**src/rtl/mem_bus_arbiter_pkg.sv**
```systemverilog
// Shared definitions for the two-master memory bus arbiter.
//  - Bus widths and the default read data returned on a timed-out transaction.
//  - Arbiter state encoding.
//  - Round-robin pick helper used at grant time.
package mem_bus_arbiter_pkg;

  localparam int ADDR_W = 32;
  localparam int DATA_W = 32;
  localparam int STRB_W = 4;

  localparam logic [DATA_W-1:0] DEF_ERR_RDATA = 32'hDEADBEEF;

  typedef enum logic {
    ST_IDLE = 1'b0,
    ST_BUSY = 1'b1
  } state_e;

  // Pick the master to grant: a lone requester always wins; on a tie the
  // master that was not served last wins.
  function automatic logic rr_pick(logic v0, logic v1, logic last);
    if (v0 && v1) begin
      return ~last;
    end
    return v1;
  endfunction

endpackage

```
**src/rtl/mem_bus_arbiter_if.sv**
```systemverilog
// Native valid/ready memory bus bundle.
//  master modport: drives valid/addr/wdata/wstrb, receives ready/rdata.
//  slave  modport: receives valid/addr/wdata/wstrb, drives ready/rdata.
//  wstrb == 0 denotes a read; rdata is only meaningful while ready is high.
interface mem_bus_arbiter_if;
  import mem_bus_arbiter_pkg::*;

  logic              valid;
  logic              ready;
  logic [ADDR_W-1:0] addr;
  logic [DATA_W-1:0] wdata;
  logic [STRB_W-1:0] wstrb;
  logic [DATA_W-1:0] rdata;

  modport master (
    output valid, addr, wdata, wstrb,
    input  ready, rdata
  );

  modport slave (
    input  valid, addr, wdata, wstrb,
    output ready, rdata
  );
endinterface

```
**src/rtl/mem_bus_arbiter_watchdog.sv**
```systemverilog
// Bus watchdog: counts cycles while enabled and flags expiry.
//  clk       in  clock, rising edge
//  rst       in  asynchronous active-low reset
//  clear_i   in  force count to 0 (has priority over enable_i)
//  enable_i  in  advance the count by one this cycle
//  expire_o  out count has reached TIMEOUT-1
// The count saturates at TIMEOUT-1 so it can never wrap back to zero.
module mem_bus_arbiter_watchdog #(
  parameter int TIMEOUT = 256,
  parameter int TO_W    = 9
) (
  input  logic clk,
  input  logic rst,
  input  logic clear_i,
  input  logic enable_i,
  output logic expire_o
);

  localparam logic [TO_W-1:0] LAST = TO_W'(TIMEOUT - 1);

  logic [TO_W-1:0] cnt_q;
  logic [TO_W-1:0] cnt_d;

  always_comb begin
    cnt_d = cnt_q;
    if (clear_i) begin
      cnt_d = '0;
    end else if (enable_i && (cnt_q != LAST)) begin
      cnt_d = cnt_q + TO_W'(1);
    end
  end

  always_ff @(posedge clk or negedge rst) begin
    if (!rst) begin
      cnt_q <= '0;
    end else begin
      cnt_q <= cnt_d;
    end
  end

  assign expire_o = (cnt_q == LAST);

endmodule

```
**src/rtl/mem_bus_arbiter.sv**
```systemverilog
// Two-master round-robin arbiter for the native valid/ready memory bus.
//  clk      in   clock, rising edge
//  rst      in   asynchronous active-low reset
//  m0       bus  master 0 (CPU) side
//  m1       bus  master 1 (DMA/debug) side
//  s        bus  towards address decoder / slaves
//  bus_err  out  1-cycle pulse when a transaction is terminated by timeout
//  busy     out  a granted transaction is in progress
// One transaction in flight; a grant cycle in IDLE precedes every BUSY phase.
// A slave that does not answer within TIMEOUT BUSY cycles is cut off and the
// master receives ERR_RDATA together with a bus_err pulse.
module mem_bus_arbiter
  import mem_bus_arbiter_pkg::*;
#(
  parameter int                TIMEOUT   = 256,
  parameter int                TO_W      = 9,
  parameter logic [DATA_W-1:0] ERR_RDATA = DEF_ERR_RDATA
) (
  input  logic                clk,
  input  logic                rst,
  mem_bus_arbiter_if.slave    m0,
  mem_bus_arbiter_if.slave    m1,
  mem_bus_arbiter_if.master   s,
  output logic                bus_err,
  output logic                busy
);

  state_e state_q, state_d;
  logic   gnt_q, gnt_d;
  logic   last_q, last_d;

  logic              wd_clear;
  logic              wd_en;
  logic              wd_expire;
  logic              sel_valid;
  logic              done;
  logic [DATA_W-1:0] ret_rdata;

  mem_bus_arbiter_watchdog #(
    .TIMEOUT (TIMEOUT),
    .TO_W    (TO_W)
  ) u_watchdog (
    .clk      (clk),
    .rst      (rst),
    .clear_i  (wd_clear),
    .enable_i (wd_en),
    .expire_o (wd_expire)
  );

  always_ff @(posedge clk or negedge rst) begin
    if (!rst) begin
      state_q <= ST_IDLE;
      gnt_q   <= 1'b0;
      last_q  <= 1'b1;
    end else begin
      state_q <= state_d;
      gnt_q   <= gnt_d;
      last_q  <= last_d;
    end
  end

  always_comb begin
    state_d   = state_q;
    gnt_d     = gnt_q;
    last_d    = last_q;
    wd_clear  = 1'b0;
    wd_en     = 1'b0;
    done      = 1'b0;
    ret_rdata = '0;
    bus_err   = 1'b0;
    s.valid   = 1'b0;
    s.addr    = '0;
    s.wdata   = '0;
    s.wstrb   = '0;
    sel_valid = gnt_q ? m1.valid : m0.valid;

    unique case (state_q)
      ST_IDLE: begin
        // Counter is held at zero so every BUSY phase starts fresh.
        wd_clear = 1'b1;
        if (m0.valid || m1.valid) begin
          gnt_d   = rr_pick(m0.valid, m1.valid, last_q);
          state_d = ST_BUSY;
        end
      end
      ST_BUSY: begin
        s.valid = sel_valid;
        s.addr  = gnt_q ? m1.addr  : m0.addr;
        s.wdata = gnt_q ? m1.wdata : m0.wdata;
        s.wstrb = gnt_q ? m1.wstrb : m0.wstrb;
        if (!sel_valid) begin
          // Master withdrew its request: abandon silently, fairness untouched.
          state_d = ST_IDLE;
        end else if (s.ready) begin
          // A slave answer on the expiry cycle still counts as a normal completion.
          done      = 1'b1;
          ret_rdata = s.rdata;
        end else if (wd_expire) begin
          done      = 1'b1;
          ret_rdata = ERR_RDATA;
          bus_err   = 1'b1;
        end else begin
          wd_en = 1'b1;
        end
        if (done) begin
          last_d  = gnt_q;
          state_d = ST_IDLE;
        end
      end
      default: state_d = ST_IDLE;
    endcase

    m0.ready = done & ~gnt_q;
    m1.ready = done &  gnt_q;
    m0.rdata = (done & ~gnt_q) ? ret_rdata : '0;
    m1.rdata = (done &  gnt_q) ? ret_rdata : '0;
  end

  assign busy = (state_q == ST_BUSY);

endmodule

```
**src/flat_wrapper.sv**
```systemverilog
// flat-port wrapper written by rule: the top's interface ports become plain ports
module mem_bus_arbiter_flat import mem_bus_arbiter_pkg::*;
#(
  parameter int                TIMEOUT   = 256,
  parameter int                TO_W      = 9,
  parameter logic [DATA_W-1:0] ERR_RDATA = DEF_ERR_RDATA
)
  (clk, rst, bus_err, busy, m0_valid, m0_addr, m0_wdata, m0_wstrb, m0_ready, m0_rdata, m1_valid, m1_addr, m1_wdata, m1_wstrb, m1_ready, m1_rdata, s_valid, s_addr, s_wdata, s_wstrb, s_ready, s_rdata);
  mem_bus_arbiter_if m0_i ();
  mem_bus_arbiter_if m1_i ();
  mem_bus_arbiter_if s_i ();
  input  logic clk;
  input  logic rst;
  output logic bus_err;
  output logic busy;
  input wire logic [$bits(m0_i.valid)-1:0] m0_valid;
  input wire logic [$bits(m0_i.addr)-1:0] m0_addr;
  input wire logic [$bits(m0_i.wdata)-1:0] m0_wdata;
  input wire logic [$bits(m0_i.wstrb)-1:0] m0_wstrb;
  output wire logic [$bits(m0_i.ready)-1:0] m0_ready;
  output wire logic [$bits(m0_i.rdata)-1:0] m0_rdata;
  input wire logic [$bits(m1_i.valid)-1:0] m1_valid;
  input wire logic [$bits(m1_i.addr)-1:0] m1_addr;
  input wire logic [$bits(m1_i.wdata)-1:0] m1_wdata;
  input wire logic [$bits(m1_i.wstrb)-1:0] m1_wstrb;
  output wire logic [$bits(m1_i.ready)-1:0] m1_ready;
  output wire logic [$bits(m1_i.rdata)-1:0] m1_rdata;
  output wire logic [$bits(s_i.valid)-1:0] s_valid;
  output wire logic [$bits(s_i.addr)-1:0] s_addr;
  output wire logic [$bits(s_i.wdata)-1:0] s_wdata;
  output wire logic [$bits(s_i.wstrb)-1:0] s_wstrb;
  input wire logic [$bits(s_i.ready)-1:0] s_ready;
  input wire logic [$bits(s_i.rdata)-1:0] s_rdata;
  assign m0_i.valid = m0_valid;
  assign m0_i.addr = m0_addr;
  assign m0_i.wdata = m0_wdata;
  assign m0_i.wstrb = m0_wstrb;
  assign m0_ready = m0_i.ready;
  assign m0_rdata = m0_i.rdata;
  assign m1_i.valid = m1_valid;
  assign m1_i.addr = m1_addr;
  assign m1_i.wdata = m1_wdata;
  assign m1_i.wstrb = m1_wstrb;
  assign m1_ready = m1_i.ready;
  assign m1_rdata = m1_i.rdata;
  assign s_valid = s_i.valid;
  assign s_addr = s_i.addr;
  assign s_wdata = s_i.wdata;
  assign s_wstrb = s_i.wstrb;
  assign s_i.ready = s_ready;
  assign s_i.rdata = s_rdata;
  mem_bus_arbiter #(.TIMEOUT(TIMEOUT), .TO_W(TO_W), .ERR_RDATA(ERR_RDATA)) u_core (.clk(clk), .rst(rst), .m0(m0_i), .m1(m1_i), .s(s_i), .bus_err(bus_err), .busy(busy));
endmodule
```
**config.mk**
```make
export PLATFORM = sky130hd
export DESIGN_NAME = mem_bus_arbiter_flat
export DESIGN_NICKNAME = d
export VERILOG_FILES = /design/src/rtl/mem_bus_arbiter_pkg.sv /design/src/rtl/mem_bus_arbiter_if.sv /design/src/rtl/mem_bus_arbiter_watchdog.sv /design/src/rtl/mem_bus_arbiter.sv /design/src/flat_wrapper.sv
export SDC_FILE = /design/constraint.sdc
export NUM_CORES = 1
export LEC_CHECK = 0
export ABC_CLOCK_PERIOD_IN_PS = 1900
export BUFFER_PORTS_ARGS = -buffer_cell sky130_fd_sc_hd__buf_4
export CAP_MARGIN = 15
export CORE_AREA = 3 3 120 122
export DETAILED_ROUTE_END_ITERATION = 16
export DIE_AREA = 0 0 123 125
export REMOVE_ABC_BUFFERS = 1
export SLEW_MARGIN = 40
export SYNTH_ARGS = -nofsm -noshare
export SYNTH_HDL_FRONTEND = slang
export SYNTH_SLANG_ARGS = --single-unit
```
**constraint.sdc**
```tcl
create_clock -name clk -period 1.9 [get_ports clk]
set_input_delay 0.095 -clock clk [delete_from_list [all_inputs] [get_ports clk]]
set_output_delay 0.095 -clock clk [all_outputs]
set_load 0.02 [all_outputs]
```
After elaboration in Yosys (flattened, before gate mapping)
Cells that the tools add are included. W data, S select, Z words.

Register bits: 12. Input port bits: 173. Output and inout port bits: 137. Word-level logic and storage cells: 55.

$add $sub $neg: 1. Eq/ne operators: 3. Mux-type cells: 37. Bitwise operators: 5. Reduce and logical (&&, ||, !) cells: 5.

Operators by type and width (count): $mux W32 (10); $mux W1 (22); $mux W9 (2); $add A9 B1 Y9 const B (1); $eq A9 B8 Y1 const B (1); $ne A9 B8 Y1 const B (1); $mux W4 (2); $reduce_and A2 Y1 (2); $not A1 Y1 (3); $and A1 B1 Y1 (2); $logic_and A1 B1 Y1 (2); $ne A2 B2 Y1 const B (1); $pmux W1 S2 (1); $logic_or A1 B1 Y1 (1).

Depth between registers and ports, before layout
Gate-level depths: netlist (run 1).

Word-level depth: 8. Gate-level depth with buffers: 9. Depth with buffers taken out: 8.

Cells and area by module
Synthesis (run 1) repeated with hierarchy kept, for this count alone.

Cell total of the unflattened synthesis: 320. Area total of the unflattened synthesis: 2224.6 µm².

By module, submodules not included: mem_bus_arbiter (times used 1, cells each 273, area an instance 1757.9 µm², seq. area each 76.3 µm²); mem_bus_arbiter_watchdog (times used 1, cells each 47, area an instance 466.7 µm², seq. area each 225.2 µm²).

Least setup slack after synthesis (run 1)
Ideal clock, no wire load.

Path kind: register to register. From: reg u_core.u_watchdog.cnt_q[0]. To: reg u_core.u_watchdog.cnt_q[4]. Library setup time: 0.078 ns. Arrival time: 1.903 ns. Required time: 1.822 ns. Path slack: -0.081 ns. Cell stages (with the launch flop): 9. Path buffers: 1. Period minus slack after synthesis: 1.981 ns. Cell sequence: dfrtp_1 > ha_1 > nand3_1 > nor2_1 > ha_1 > or2_1 > buf_6 > or4_1 > a21oi_1.

Word-level cells in the longest chain between the ends: 7. Elaborated cells between the ends (all ways): 11. Classes of those cells: add/sub: 1; eq/ne: 3; mux: 6; reduce/logical: 1.

Ends and longest elaborated chain: from (decl) (line mem_bus_arbiter_watchdog.sv:21) `logic [TO_W-1:0] cnt_q;`; from (signal assigned) (line mem_bus_arbiter_watchdog.sv:37) `cnt_q <= cnt_d;`; $eq A9 B8 Y1 (line mem_bus_arbiter_watchdog.sv:41) `assign expire_o = (cnt_q == LAST);`; $mux W1 (line mem_bus_arbiter.sv:98) `end else if (wd_expire) begin`; $mux W1 (line mem_bus_arbiter.sv:94) `end else if (s.ready) begin`; $mux W1 (line mem_bus_arbiter.sv:91) `if (!sel_valid) begin`; $mux W1 (line mem_bus_arbiter.sv:77) `unique case (state_q)`; $logic_and A1 B1 Y1 (line mem_bus_arbiter_watchdog.sv:28) `end else if (enable_i && (cnt_q != LAST)) begin`; $ne A2 B2 Y1 (no line).

Several ways; a longest one is shown, not always the timed one. The select of a mux whose other input is x is not followed. A chain may end at the register's enable or synchronous reset.

Final worst setup path (run 1)
From: reg u_core.u_watchdog.cnt_q[0]. To: out m0_rdata[0].

Word-level cells in the longest chain between the ends: 8. Elaborated cells between the ends (all ways): 12. Classes of those cells: eq/ne: 1; mux: 10; bitwise: 1.

Ends and longest elaborated chain: $eq A9 B8 Y1 (*) (line mem_bus_arbiter_watchdog.sv:41); $mux W1 (line mem_bus_arbiter.sv:98); $mux W1 (line mem_bus_arbiter.sv:94); $mux W1 (line mem_bus_arbiter.sv:91); $mux W1 (2 in a row) (line mem_bus_arbiter.sv:77); $and A1 B1 Y1 (line mem_bus_arbiter.sv:115) `m0.rdata = (done & ~gnt_q) ? ret_rdata : '0;`; $mux W32 (*) (line mem_bus_arbiter.sv:115); to (decl) (line flat_wrapper.sv:21) `output wire logic [$bits(m0_i.rdata)-1:0] m0_rdata;`.

Every way passes the cells marked *; elsewhere a longest branch is shown, timed or not. The select of a mux whose other input is x is not followed.

==> metrics.txt, run 1 <==
status=finished, violations left; failing checks=setup timing; CTS Sinks=12; ys async rst share=100%; area of the core=13,300 um^2; MaxCap Viol Count=0; final non-filler cell total=~820; Synth Flop Type=dfrtp_1; DR WL/cell=16.5 um; slew margin rel.=67.1%; Unique masters post-synth=32; vias in the first global route=about 3,400; max frequency=roughly 460 MHz; Iter 0 DRT Violations=around 90; Tot GR Track Use=between 10% and 20%; Clk pin slew, worst setup/hold paths=roughly 0.05 ns; Final Power=between 5 and 6 mW; PnR worst setup slack=-0.280 ns; Arr. time, crit path=2.08 ns; Pins Over Slew Limit=0; Final Hold Vio Count=0; RSZ-0062 raised after global routing=true; CTS Buf Count=3; share of cells above drive strength 1=61.8%; Clock Skew=0.000952 ns; global route overflow=0; synth cell count leaders=nor2_1 (123), mux2i_1 (73), nor2b_1 (24); Final setup viols=56; WP buf/inv=3; Root Driver=clkbuf_16; dominant cell type by area after synthesis=mux2i_1; pwr dens=~1000 nW/um^2; GPL Wtd Cong=roughly 0.90; Synth warnings=0; wirelength, routed=~14 mm; final period utilization=115%; CP delay by family, top=simple AND/OR/NAND/NOR gates; largest net degree at the start of global routing=between 60 and 70; most frequent cell after synthesis=nor2_1; Net count, final=822; I/O pin count=310; drt via density=roughly 4.4; Critical Path Slowest Stage Cell=dfrtp_1; Filler cells=1,305; Die ar.=15,400 um^2; die height=between 100 and 150 um; DRT Pass-1 Iters=4; H-tree Lvls=1; placed cell count=roughly 810; Tightest Pin Transition=0.493 ns; post-DP HPWL=between 10 and 15 mm; vias=3,588; pre-CTS setup slack=-0.143 ns; post-route ant nets=0; cells along the critical path=ha_2 -> nand3_2 -> nor2_2 -> ha_2 -> buf_6 -> o21ai_4 -> or2_4 -> buf_6 -> nor2_1 -> buf_4; DRC Markers=0; maximum vdd ir drop=535 uV; Yosys reg bits=12; initial core utilization=between 15 and 20%; number of synthesized flops with an enable pin=0; Longest Clk Path Bufs=2; Post-Synthesis Cells=330; initial antenna violation count=0; Worst Path Required=1.80 ns; Synth top area share=between 30% and 40%; design area=5570 um^2; Mapped Area=2190 um^2; class of the worst hold path=in -> reg; Die Width=123 um; WS Path Type=reg -> out; worst hold slack=about 0.13 ns; Area Growth Syn to Fin=154%; Syn Area/Cell=roughly 6.6 um^2; first-pass GRT wire length=18.2 mm; slowest stage delay, CP=approximately 0.36 ns; sequential area share after synthesis=between 10 and 15%; Critical Path Source Type=flop; min Tclk post-route=2.18 ns; Ant. Diodes=0; Clock Latency Late Sink=roughly 0.25 ns; port bufs=a little over 300; cell area after placement=slightly below 5000 um^2; leakage=approximately 2.9 nW; CP Capture Type=output pin; TritonCTS clock tree=done; Std-Cell Rows=42; largest fanout on the critical path=6; cells taking the most area after synthesis=mux2i_1 (33%), nor2_1 (21%), dfrtp_1 (13%)
[cell type report]
cell class              instances  area (um^2)  area share, %
flip-flops and latches         12          305           5.48
inverters                       4         20.0          0.359
multi-input cells             286         2100           37.8
well taps                     176          220           3.95
clock buffers                   4         78.8           1.42
repair buffers                340         2840           51.0
[report_power, final]
part	switching, mW	internal, mW
Sequential	0.0643	0.325
Combinational	2.81	2.20
Clock	0.125	0.284
[per-stage QoR]
stage | TNS, ns | utilization, %
after global routing | -16.66 | 41.9
after floorplan | -197.49 | -
after CTS | -8.78 | 38.7
final | -12.14 | 41.9
after detailed placement | -0.393 | 36.2
after global placement | -0.187 | 36.2
[final timing paths]
| kind | from | to | slack [ns] | cells after the start |
|---|---|---|---|---|
| min in group asynchronous | rst | u_core.u_watchdog.cnt_q[6] | 0.24 | 2 |
| worst min register to register | u_core.last_q | u_core.last_q | 0.54 | 2 |
| worst min-delay path | m1_valid | u_core.gnt_q | 0.13 | 2 |
| max in group asynchronous | rst | u_core.last_q | 1.43 | 2 |
| worst max register to register | u_core.u_watchdog.cnt_q[0] | u_core.u_watchdog.cnt_q[3] | -0.28 | 9 |
| worst max-delay path | u_core.u_watchdog.cnt_q[0] | m0_rdata[0] | -0.28 | 10 |
[cell usage in the layout (no fill, tap or decap), types with 2 or more instances in the layout]
master     netlist  layout
dfrtp_1         11      10
nor2_4           0      33
mux2i_1         73      73
or2_4            0       3
and2_1          16      16
inv_2            3       2
o31ai_1          2       2
nor2b_1         24      24
buf_16           0       2
a21oi_1          6       4
clkbuf_16        0       5
nor4_4           0       3
buf_4            1     290
buf_6            1      40
a21oi_2          0       2
ha_2             0       2
nor2_1         123      88
nand2b_1         5       5
nor2_2           0       2
buf_12           0       5
nand2_1         10      10
nand3_1          6       5
[metal layers]
metal | wire, um | vias to the layer above | GRT usage (%)
li1 | - | 1720 | -
met4 | 146 | 0 | 2.80
met5 | 0 | - | 0
met3 | 1220 | 11 | 2.57
met1 | 4590 | 1663 | 15.4
met2 | 7570 | 194 | 30.2
[flip-flops by register name, indices dropped and copies added (netlist names)]
register / count
u_core.last_q: 1
u_core.busy: 1
u_core.u_watchdog.cnt_q: 9
u_core.gnt_q: 1
[cells by family after synthesis]
kind of cell	Yosys count	synth area share, %
flip-flops	12	13.8
buffers and inverters	32	6.74
adder cells (fa/ha/maj)	2	1.14
AO/OA/AOI/OAI	14	3.88
multiplexers	74	33.9
AND/OR/NAND/NOR	196	40.6
[what timing repair did]
| item | CTS | global route |
|---|---|---|
| buffers inserted | 3 | 3 |
| gates cloned | 2 | 3 |
| pin swaps | 6 | 22 |
| gates resized for setup | 49 | 83 |
| hold buffers | 1 | 0 |
| endpoints found under the setup margin | 57 | 57 |
| hold endpoints to repair | 12 | 0 |
[worst reg2reg max path, cell delays in order (launching register included)]
cell and delay, ns:
dfrtp_1 0.39, ha_2 0.21, nand3_2 0.08, nor2_2 0.04
ha_2 0.19, buf_4 0.13, buf_6 0.11, or2_4 0.29
or4_4 0.52, a21oi_2 0.14
Power figures use the tool's default switching activity.
==> run 2, diff against run 1 <==
PLACE_DENSITY = 0.57   (was default)
RECOVER_POWER = 50   (was default)
==> run 2 against run 1 <==
Net effect: the flow still finishes with violations (setup timing); sequential power is essentially flat; setup slack gained 0.018 ns; cell area shrank 3.0%; via count shrank 1.6%; critical endpoint is now m0_rdata[15]; largest power group unchanged; highest routed layer unchanged.
==> metrics.txt, run 2 (synthesized netlist as in run 1, its figures left out) <==
status=finished, violations left (unchanged); failing checks=setup timing (unchanged); pwr dens=1010 nW/um^2 (was 1040 nW/um^2); Tot GR Track Use=14.2% (was 14.8%); CTS Buf Count=3 (unchanged); largest fanout on the critical path=6 (unchanged); vias in the first global route=3,450 (was 3,365); Core Util, Final=40.6% (was 41.9%); Iter 0 DRT Violations=91 (was 92); final period utilization=114% (was 115%); cell area after placement=4770 um^2 (was 4810 um^2); slew margin rel.=53.1% (was 67.1%); GPL Wtd Cong=0.817 (was 0.901); max FFs per register=9 (unchanged); area of the core=13,300 um^2 (unchanged); Area Growth Syn to Fin=147% (was 154%); share of cells above drive strength 1=57.5% (was 61.8%); Std-Cell Rows=42 (unchanged); Die ar.=15,400 um^2 (unchanged); die height=125 um (unchanged); DR WL/cell=15.8 um (was 16.5 um); Net count, final=819 (was 822); Final setup viols=54 (was 56); Longest Clk Path Bufs=2 (unchanged); Arr. time, crit path=2.07 ns (was 2.08 ns); WP buf/inv=3 (unchanged); Critical Path Source Type=flop (unchanged); initial core utilization=16.5% (unchanged); Tightest Pin Transition=0.703 ns (was 0.493 ns); H-tree Lvls=1 (unchanged); CP Capture Type=output pin (unchanged); DRC Markers=0 (unchanged); Clock Latency Late Sink=0.24 ns (was 0.25 ns); largest net degree at the start of global routing=40 (was 66); wirelength, routed=13.0 mm (was 13.5 mm); Pins Over Slew Limit=0 (unchanged); class of the worst hold path=in -> reg (unchanged); slowest stage delay, CP=0.35 ns (was 0.36 ns); port bufs=309 (unchanged); worst r2r path cells=7 (was 9); post-route ant nets=0 (unchanged); Worst Path Required=1.80 ns (about the same); min Tclk post-route=2.16 ns (was 2.18 ns); global route overflow=0 (unchanged); Die Width=123 um (unchanged); Clk pin slew, worst setup/hold paths=0.04 ns (was 0.05 ns); MaxCap Viol Count=0 (unchanged); initial antenna violation count=0 (unchanged); design area=5400 um^2 (was 5570 um^2); maximum vdd ir drop=496 uV (was 535 uV); RSZ-0062 raised after global routing=true (unchanged); commonest non-fill, non-tap cell in the layout=buf_4 (unchanged); Root Driver=clkbuf_16 (unchanged); Worst R2R Setup Slack=-0.10 ns (was -0.28 ns); vias=3,531 (was 3,588); first-pass GRT wire length=17.6 mm (was 18.2 mm); Filler cells=1,359 (was 1,305); max frequency=463 MHz (was 459 MHz); reg2reg end=u_core.u_watchdog.cnt_q[3] (unchanged); Ant. Diodes=0 (unchanged); TritonCTS clock tree=done (unchanged); WS Path Type=reg -> out (unchanged); FF-to-FF Start=u_core.u_watchdog.cnt_q[0] (unchanged); drt via density=4.31 (was 4.36); cells along the critical path=ha_2 -> nand3_2 -> nor2_2 -> ha_2 -> buf_6 -> o21ai_4 -> or2_4 -> clkbuf_16 -> nor2_2 -> buf_4 (was ha_2 -> nand3_2 -> nor2_2 -> ha_2 -> buf_6 -> o21ai_4 -> or2_4 -> buf_6 -> nor2_1 -> buf_4); Clock Skew=0.00119 ns (was 0.000952 ns); post-DP HPWL=10.2 mm (was 10.5 mm); PnR worst setup slack=-0.262 ns (was -0.280 ns); Largest Register=u_core.u_watchdog.cnt_q (unchanged); Hold EP=u_core.busy (was u_core.gnt_q); CTS Sinks=12 (unchanged); hold path start=m1_valid (unchanged); leakage=2.72 nW (was 2.90 nW); CP delay by family, top=simple AND/OR/NAND/NOR gates (unchanged); Hold Path Cell Cnt=3 (was 2); most frequent cells in the layout=buf_4 (246), mux2i_1 (73), nor2_1 (73), buf_6 (48) (was buf_4 (290), nor2_1 (88), mux2i_1 (73), buf_6 (40), nor2_4 (33)); I/O pin count=310 (unchanged); Critical Path Slowest Stage Cell=dfrtp_1 (unchanged); Final Hold Vio Count=0 (unchanged); DRT Pass-1 Iters=4 (unchanged)
run 2: cell count changes in the layout (fill, tap and decap cells not counted), sizes merged:
cell | previous run | this run
buf | 337 | 299
clkbuf | 6 | 41
clkinv | 1 | 0
inv | 3 | 4
run 2: tightest hold or removal path: cells and delay by family:
family,cells,cell delay (ns)
buffers and inverters,1,0.10
and+or+nand+nor,2,0.12
run 2: area by class of cell:
class | instances | area [um^2] | share of cell area [%]
Multi-Input combinational cell | 286 | 2080 | 38.4
Clock buffer | 4 | 78.8 | 1.46
Tap cell | 176 | 220 | 4.08
Timing Repair Buffer | 337 | 2700 | 50.1
Sequential cell | 12 | 305 | 5.65
Inverter | 4 | 17.5 | 0.324
run 2: worst max path at each step:
stage                                from                         end  slack, ns  depth (start not counted)
3_5_place_dp   u_core.u_watchdog.cnt_q[0]  u_core.u_watchdog.cnt_q[3]      -0.06                          7
5_1_grt        u_core.u_watchdog.cnt_q[0]                m1_rdata[26]      -0.35                         10
2_1_floorplan                u_core.gnt_q                     bus_err      -2.16                          2
6_report       u_core.u_watchdog.cnt_q[0]                m0_rdata[15]      -0.26                         10
4_1_cts        u_core.u_watchdog.cnt_q[0]                m1_rdata[16]      -0.20                         10
3_3_place_gp   u_core.u_watchdog.cnt_q[0]  u_core.u_watchdog.cnt_q[0]      -0.01                          8
run 2: power breakdown:
group	switching [mW]	total, mW	internal (mW)
Sequential	0.0668	0.392	0.325
Combinational	2.73	4.67	1.94
Clock	0.115	0.398	0.283
Total	2.92	5.46	2.54
run 2: per-stage QoR:
| step | total power [mW] | cells | TNS [ns] | hold slack [ns] | setup WS, ns |
|---|---|---|---|---|---|
| final | 5.46 | 819 | -11.38 | 0.120 | -0.262 |
| after global routing | 5.80 | 819 | -16.24 | 0.140 | -0.355 |
| after CTS | 5.54 | 814 | -8.99 | 0.121 | -0.203 |
| after detailed placement | 5.00 | 805 | -0.151 | -0.0516 | -0.0644 |
| after global placement | 4.96 | 805 | -0.0246 | -0.0530 | -0.0103 |
| after floorplan | 2.79 | 302 | -197.49 | -0.201 | -2.16 |
run 2: per-layer routing:
layer | track usage, % | wire (um) | vias up
met5 | 0 | 0 | -
met4 | 3.26 | 296 | 0
met3 | 2.76 | 1130 | 20
met2 | 28.9 | 7070 | 194
met1 | 14.6 | 4460 | 1601
li1 | - | - | 1716
run 2: what timing repair did:
item                                   4_1_cts  5_1_grt
resized for setup                           57       88
endpoints found under the hold margin       12        0
setup endpoints to repair                   56       66
buffers inserted                             3        1
pin swaps                                    8       13
cloned                                       1        4
hold buffers                                 1        0
